==> config.mk <==
export PLATFORM = sky130hd
export DESIGN_NAME = seq_mag_comp
export DESIGN_NICKNAME = d
export VERILOG_FILES = /design/src/rtl/seq_comp_pkg.sv /design/src/rtl/rel_chunk.sv /design/src/rtl/seq_mag_comp.sv
export SDC_FILE = /design/constraint.sdc
export NUM_CORES = 1
export LEC_CHECK = 0
export CAP_MARGIN = 20
export CORE_UTILIZATION = 51
export DETAILED_ROUTE_END_ITERATION = 8
export GPL_TIMING_DRIVEN = 0
export PLACE_DENSITY = 0.86
export SYNTH_ARGS = -nofsm -noshare
export SYNTH_HDL_FRONTEND = slang
export SYNTH_SLANG_ARGS = --single-unit
==> constraint.sdc <==
create_clock -name clk -period 2.1 [get_ports clk]
set_clock_uncertainty 0.05 [all_clocks]
set_input_delay 0.42 -clock clk [delete_from_list [all_inputs] [get_ports clk]]
set_output_delay 0.42 -clock clk [all_outputs]
set_load 0.005 [all_outputs]
==> src/rtl/seq_comp_pkg.sv <==
// rtl/seq_comp_pkg.sv - shared states and result codes for the sequential magnitude comparator
package seq_comp_pkg;

  typedef enum logic [1:0] {
    IDLE = 2'd0,
    SCAN = 2'd1,
    DONE = 2'd2
  } state_e;

  localparam logic [2:0] RES_GT   = 3'b100;
  localparam logic [2:0] RES_EQ   = 3'b010;
  localparam logic [2:0] RES_LT   = 3'b001;
  localparam logic [2:0] RES_NONE = 3'b000;

endpackage

==> src/rtl/rel_chunk.sv <==
// rtl/rel_chunk.sv - combinational K-bit unsigned chunk compare, exactly one of eq/gr/le high
module rel_chunk #(
  parameter int K = 1
) (
  input  logic [K-1:0] a_i,
  input  logic [K-1:0] b_i,
  output logic         eq_o,
  output logic         gr_o,
  output logic         le_o
);

  assign eq_o = (a_i == b_i);
  assign gr_o = (a_i >  b_i);
  assign le_o = (a_i <  b_i);

endmodule

==> src/rtl/seq_mag_comp.sv <==
// rtl/seq_mag_comp.sv - MSB-first K-bits-per-cycle magnitude comparator with early exit
module seq_mag_comp
  import seq_comp_pkg::*;
#(
  parameter int W = 8,
  parameter int K = 1
) (
  input  logic         clk,
  input  logic         rst_n,
  input  logic         start,
  input  logic [W-1:0] x,
  input  logic [W-1:0] y,
  input  logic         signed_mode,
  output logic         busy,
  output logic         done,
  output logic [2:0]   o
);

  localparam int NCH = W / K;
  localparam int CW  = (NCH > 1) ? $clog2(NCH) : 1;
  localparam logic [CW-1:0] LAST = CW'(NCH - 1);

  if (W < 2 || K < 1 || K > W || (W % K) != 0) begin : g_bad_params
    $error("seq_mag_comp: illegal W/K combination");
  end

  state_e        state_q;
  logic [W-1:0]  xs_q, ys_q;
  logic [W-1:0]  xs_d, ys_d;
  logic [CW-1:0] cnt_q, cnt_d;
  logic [2:0]    o_q;
  logic          busy_q, done_q;
  logic [W-1:0]  sign_flip;
  logic          chunk_eq, chunk_gr, chunk_le;

  // Flipping the sign bit maps two's complement onto offset binary, so one unsigned scan serves both modes.
  assign sign_flip = {signed_mode, {(W-1){1'b0}}};
  assign xs_d      = xs_q << K;
  assign ys_d      = ys_q << K;
  assign cnt_d     = cnt_q + CW'(1);

  rel_chunk #(.K(K)) u_rel_chunk (
    .a_i  (xs_q[W-1 -: K]),
    .b_i  (ys_q[W-1 -: K]),
    .eq_o (chunk_eq),
    .gr_o (chunk_gr),
    .le_o (chunk_le)
  );

  always_ff @(posedge clk or negedge rst_n) begin
    if (!rst_n) begin
      state_q <= IDLE;
      xs_q    <= '0;
      ys_q    <= '0;
      cnt_q   <= '0;
      o_q     <= RES_NONE;
      busy_q  <= 1'b0;
      done_q  <= 1'b0;
    end else begin
      done_q <= 1'b0;
      case (state_q)
        IDLE, DONE: begin
          if (start) begin
            xs_q    <= x ^ sign_flip;
            ys_q    <= y ^ sign_flip;
            cnt_q   <= '0;
            o_q     <= RES_NONE;
            busy_q  <= 1'b1;
            state_q <= SCAN;
          end else begin
            busy_q  <= 1'b0;
            state_q <= IDLE;
          end
        end
        SCAN: begin
          if (!chunk_eq) begin
            o_q     <= {chunk_gr, 1'b0, chunk_le};
            busy_q  <= 1'b0;
            done_q  <= 1'b1;
            state_q <= DONE;
          end else if (cnt_q == LAST) begin
            o_q     <= RES_EQ;
            busy_q  <= 1'b0;
            done_q  <= 1'b1;
            state_q <= DONE;
          end else begin
            xs_q  <= xs_d;
            ys_q  <= ys_d;
            cnt_q <= cnt_d;
          end
        end
        default: begin
          busy_q  <= 1'b0;
          state_q <= IDLE;
        end
      endcase
    end
  end

  assign busy = busy_q;
  assign done = done_q;
  assign o    = o_q;

endmodule

======== After elaboration in Yosys (flattened, before gate mapping) ========
Cells that the tools add are included.
operators by class
  add/sub/neg operators ................... 1
  magnitude comparators ................... 2
  eq/ne operators ......................... 8
  mux-type cells .......................... 26
  bitwise logic cells ..................... 2
  reduce and logical (&&, ||, !) cells .... 5
operators with widths
  operator                                             count
  two-way mux 8 bit                                    6
  case mux 8 bit (2 select lines)                      2
  bitwise XOR 8 bit                                    2
  two-way mux 3 bit                                    5
  case mux 3 bit (2 select lines)                      2
  two-way mux 1 bit                                    7
  inequality test 2 bit, second input constant         3
  two-way mux 2 bit                                    2
  case mux 2 bit (2 select lines)                      1
  AND reduction 4 bit                                  1
  adder 3 x 1 -> 3 bit, second input constant          1
  equality test 3 bit, second input constant           1
  inequality test 3 bit, second input constant         1
  AND reduction 3 bit                                  1
  equality test 2 x 1 -> 1 bit, second input constant  1
  equality test 2 bit, second input constant           1
  logical NOT 2 bit                                    1
  case mux 1 bit (2 select lines)                      1
  nonzero test 2 bit                                   1
  OR reduction 2 bit                                   1
  equality test 1 bit                                  1
  > comparator 1 bit                                   1
  < comparator 1 bit                                   1
word-level totals
  register bits after elaboration ......... 26
  bits of input ports ..................... 20
  output and inout port bits .............. 5
  word-level logic and storage cells ...... 51

======== Longest topological paths before layout ========
  depth after elaboration ................. 4
  gate-level depth with buffers ........... 7
  gate-level depth less buffers ........... 5

======== By module ========
Synthesis repeated with hierarchy kept, for this count alone.
second synthesis, totals
  cell total of the unflattened synthesis .. 115
  area, all modules ....................... 1290.0 um^2
by module, submodules not included
  module        instances  cells each  area an instance (um^2)  sequential area each (um^2)
  seq_mag_comp  1          111         1257.5                   650.6
  rel_chunk     1          4           32.5                     0.0

======== Worst setup path before layout ========
OpenSTA, ideal clock, no wires.
  path kind ............................... flip-flop to flip-flop
  from .................................... register cnt_q[0]
  to ...................................... register xs_q[2]
  setup time .............................. 0.125 ns
  arrival ................................. 1.638 ns
  data required time ...................... 1.925 ns
  path slack .............................. 0.287 ns
  stages on the path, launching flop included .. 8
  buffers on the path ..................... 2
  clock period less this slack ............ 1.813 ns
  path through ............................ dfrtp_1 -> ha_1 -> ha_1 -> nand4bb_1 -> buf_4 -> nand2_4 -> buf_6 -> mux2_2
between the ends
  longest elaborated chain between the ends .. 3
RTL lines
  item                             RTL line            RTL
  from (decl)                      seq_mag_comp.sv:30  logic [CW-1:0] cnt_q, cnt_d;
  from (signal assigned)           seq_mag_comp.sv:89  cnt_q <= cnt_d;
  equality test 3 bit              seq_mag_comp.sv:81  end else if (cnt_q == LAST) begin
  inequality test 2 bit (no line)  --
  AND reduction 4 bit (no line)    --
  to (signal assigned)             seq_mag_comp.sv:64  xs_q <= x ^ sign_flip;
  to (signal assigned)             seq_mag_comp.sv:87  xs_q <= xs_d;
  to (decl)                        seq_mag_comp.sv:28  logic [W-1:0] xs_q, ys_q;
No other way between the ends.
A chain may end at the register's enable or synchronous reset.

======== Worst setup path in the final report ========
  from .................................... register cnt_q[0]
  to ...................................... register xs_q[5]
The elaborated chain is that of the path after synthesis.

==> impl_summary.log <==
[metrics] result of the run: complete, no violations
[metrics] XOR/XNOR share of the synthesized area: 0.0133
[metrics] worst rel slew slack: 0.616
[metrics] total clock buffers created by CTS: 3
[metrics] number of nets produced by synthesis: 124
[metrics] met2 routed wirelength: 1.22 mm
[metrics] largest vdd supply drop: 922 uV
[metrics] hold buffer count at cts: 0
[metrics] row cnt: 18
[metrics] synth cell count leaders: dfrtp_1 (26), mux2_2 (18), mux2i_1 (8), nand2_1 (7)
[metrics] peak clock frequency supported by timing: 507 MHz
[metrics] Die Area: 0.00279 mm^2
[metrics] antenna violations before repair: 0
[metrics] unrepaired setup endpoints after global routing: no
[metrics] post-synthesis average cell area: 13.2 um^2
[metrics] leading post-synthesis cells by cell area: dfrtp_1 (49%), mux2_2 (15%), mux2_4 (6.8%)
[metrics] clk buf depth: 2
[metrics] residual DRC count: 0
[metrics] startpoint type of the worst setup path: flip-flop
[metrics] Hold Worst Slack: 408 ps
[metrics] Chip Height: 52.8 um
[metrics] GRT overflow: 0
[metrics] met1 WL: 901 um
[metrics] DR vias/cell: 5.20
[metrics] via count: 821
[metrics] total of buffers placed on input and output ports: 24
[metrics] Final Slew Violations: 0
[metrics] Simple-Gate Fraction of Synth Area: 0.0997
[metrics] post-synthesis mux area share: 0.283
[metrics] Cell variety after synth: 24
[metrics] sinks on the clock net: 26
[metrics] clock-pin slew reported for the worst setup and hold paths after clock tree synthesis: 130 ps
[metrics] Synth warnings: 0
[metrics] type of the worst min-delay path: in -> async
[metrics] area of the mapped netlist: 0.00132 mm^2
[metrics] post-synth top area share: 0.494
[metrics] dominant combinational cell family by area after synthesis: multiplexers
[metrics] detailed-routed wire length on met3: 73 um
[metrics] Post-CTS Setup Inserts: 0
[metrics] post-synthesis adder-cell area fraction: 0.0380
[metrics] global-route wire length before repair: 3.70 mm
[metrics] fraction of final layout cells with drive strength greater than 1: 0.281
[metrics] final hold vios: 0
[metrics] ys async rst share: 1.00
[metrics] H-Tree Depth: 1
[metrics] final net count: 154
[metrics] time the worst path needs with I/O delays and setup: 1970 ps
[metrics] pin count of the biggest net entering global routing: 17
[metrics] post-synthesis sequential area ratio: 0.494
[metrics] Post-synth EDFFs: 0
[metrics] final period utilization: 0.939
[metrics] Power Dens Cells: 1390 mW/mm^2
[metrics] horizontal die dimension: 52.8 um
[metrics] cell type with the highest aggregate area in the netlist: dfrtp_1
[metrics] DP HPWL: 1.77 mm
[metrics] routed wire length: 2.21 mm
[metrics] clk root buf: clkbuf_4
[metrics] Skew-Pair Late Insertion Delay: 310 ps
[metrics] maximum capacitance violations: 0
[metrics] Slew @ Worst Pin: 574 ps
[metrics] Critical Path RT: 2260 ps
[metrics] TritonCTS clock tree: done
[metrics] drt first-iter violations: 11
[metrics] worst setup path class: reg -> reg
[metrics] leading cell type by number of instances after synthesis: dfrtp_1
[metrics] Ant. Diodes: 0
[metrics] sum of negative setup slack: 0 ps
[metrics] element type at the critical path end: flip-flop
[metrics] area inside the core boundary: 0.00245 mm^2
[metrics] number of setup violations in the final report: 0
[metrics] number of detailed-routing iterations run before antenna repair: 4
[metrics] Worst Setup Slack, final: 128 ps
[metrics] routed length per placed instance: 14.0 um
[metrics] Resized Gates After CTS: 0
[metrics] setup slack at placement: 141 ps
[metrics] initial core utilization: 0.537
[metrics] number of global-route vias before repair: 866
[metrics] count of mapped cells out of synthesis: 100
[metrics] antenna-violating nets left: 0
[metrics] primary flip-flop cell chosen by synthesis mapping: dfrtp_1
[metrics] highest metal used: met4
[metrics] Critical Path Fanout Max: 10
[metrics] Compound-Gate Fraction of Synth Area: 0.0133
[metrics] Top-Level Pins: 25
[metrics] weighted congestion reported at the end of routability-driven placement: 0.768
[metrics] Synth Register Bits: 26
[metrics] Lkg Pwr: 0.756 nW
[metrics] Area growth syn-to-layout: 24.9%
[metrics] overall routing resource usage: 0.186
[metrics] arrival time at the worst endpoint: 2130 ps
==> cells by family after synthesis <==
family                   count (synthesis)
AND/OR/NAND/NOR                         22
XOR/XNOR                                 2
adder cells (fa/ha/maj)                  4
flip-flops                              26
multiplexers                            32
AO/OA/AOI/OAI                            3
buffers and inverters                   11
==> critical path, cell delays in order (launching register included) <==
cell	delay, ps
dfrtp_1	420
ha_1	210
ha_1	200
nand4bb_1	180
buf_4	180
nand2_4	130
buf_6	170
mux2_2	340
==> final timing paths <==
check                         start        to  slack (ps)  cells after the start
hold / removal                rst_n      busy         410                      1
setup / recovery           cnt_q[0]   xs_q[5]         130                      7
hold reg to reg            cnt_q[0]  cnt_q[0]         460                      1
max in group asynchronous     rst_n   xs_q[3]        1120                      2
setup reg to reg           cnt_q[0]   xs_q[5]         130                      7
min in group clk           cnt_q[0]  cnt_q[0]         460                      1
==> area by class of cell <==
| type | instances | area, um^2 |
|---|---|---|
| buffer | 5 | 55.1 |
| clock buffer | 3 | 22.5 |
| fill | 182 | 810 |
| inverter | 6 | 22.5 |
| multi-input combinational | 63 | 589 |
| sequential | 26 | 651 |
| tap | 30 | 37.5 |
| timing repair buffer | 25 | 268 |
==> layout by cell type, fill, tap and decap left out, types with 2 or more instances in the layout <==
master / count
dfrtp_1: 26
clkdlybuf4s50_1: 24
mux2_2: 18
mux2i_1: 8
nand2_1: 7
inv_1: 6
mux2_4: 6
nand3_1: 5
ha_1: 4
clkbuf_4: 3
nor2_1: 2
nand3b_1: 2
buf_6: 2
xor2_1: 2
==> metal layers <==
layer	vias up	GRT usage
li1	400	-
met1	402	0.223
met2	17	0.335
met3	2	0.0261
met4	0	0.0658
met5	-	0
==> metrics by stage <==
step                      utilization  instance area [um^2]  cells  power [mW]
after floorplan                     -                  1320    100        1.80
after global placement          0.650                  1600    154        2.03
after detailed placement        0.661                  1620    155        2.11
after CTS                       0.670                  1650    158        2.32
after global routing            0.670                  1650    158        2.45
final                           0.670                  1650    158        2.28
==> registers in the layout, summed over array words and instances, names as in the netlist <==
name     flops
busy         1
ys_q         8
cnt_q        3
xs_q         8
done         1
state_q      2
o            3
==> where the power goes <==
group / switching, mW / leakage (nW) / total, mW / internal [mW]
Combinational: 0.483 / 0.421 / 1.21 / 0.723
Clock: 0.138 / 0.0138 / 0.205 / 0.0670
Sequential: 0.131 / 0.321 / 0.870 / 0.739
Total: 0.753 / 0.756 / 2.28 / 1.53
Note: power is estimated with default switching activity, not from simulation.
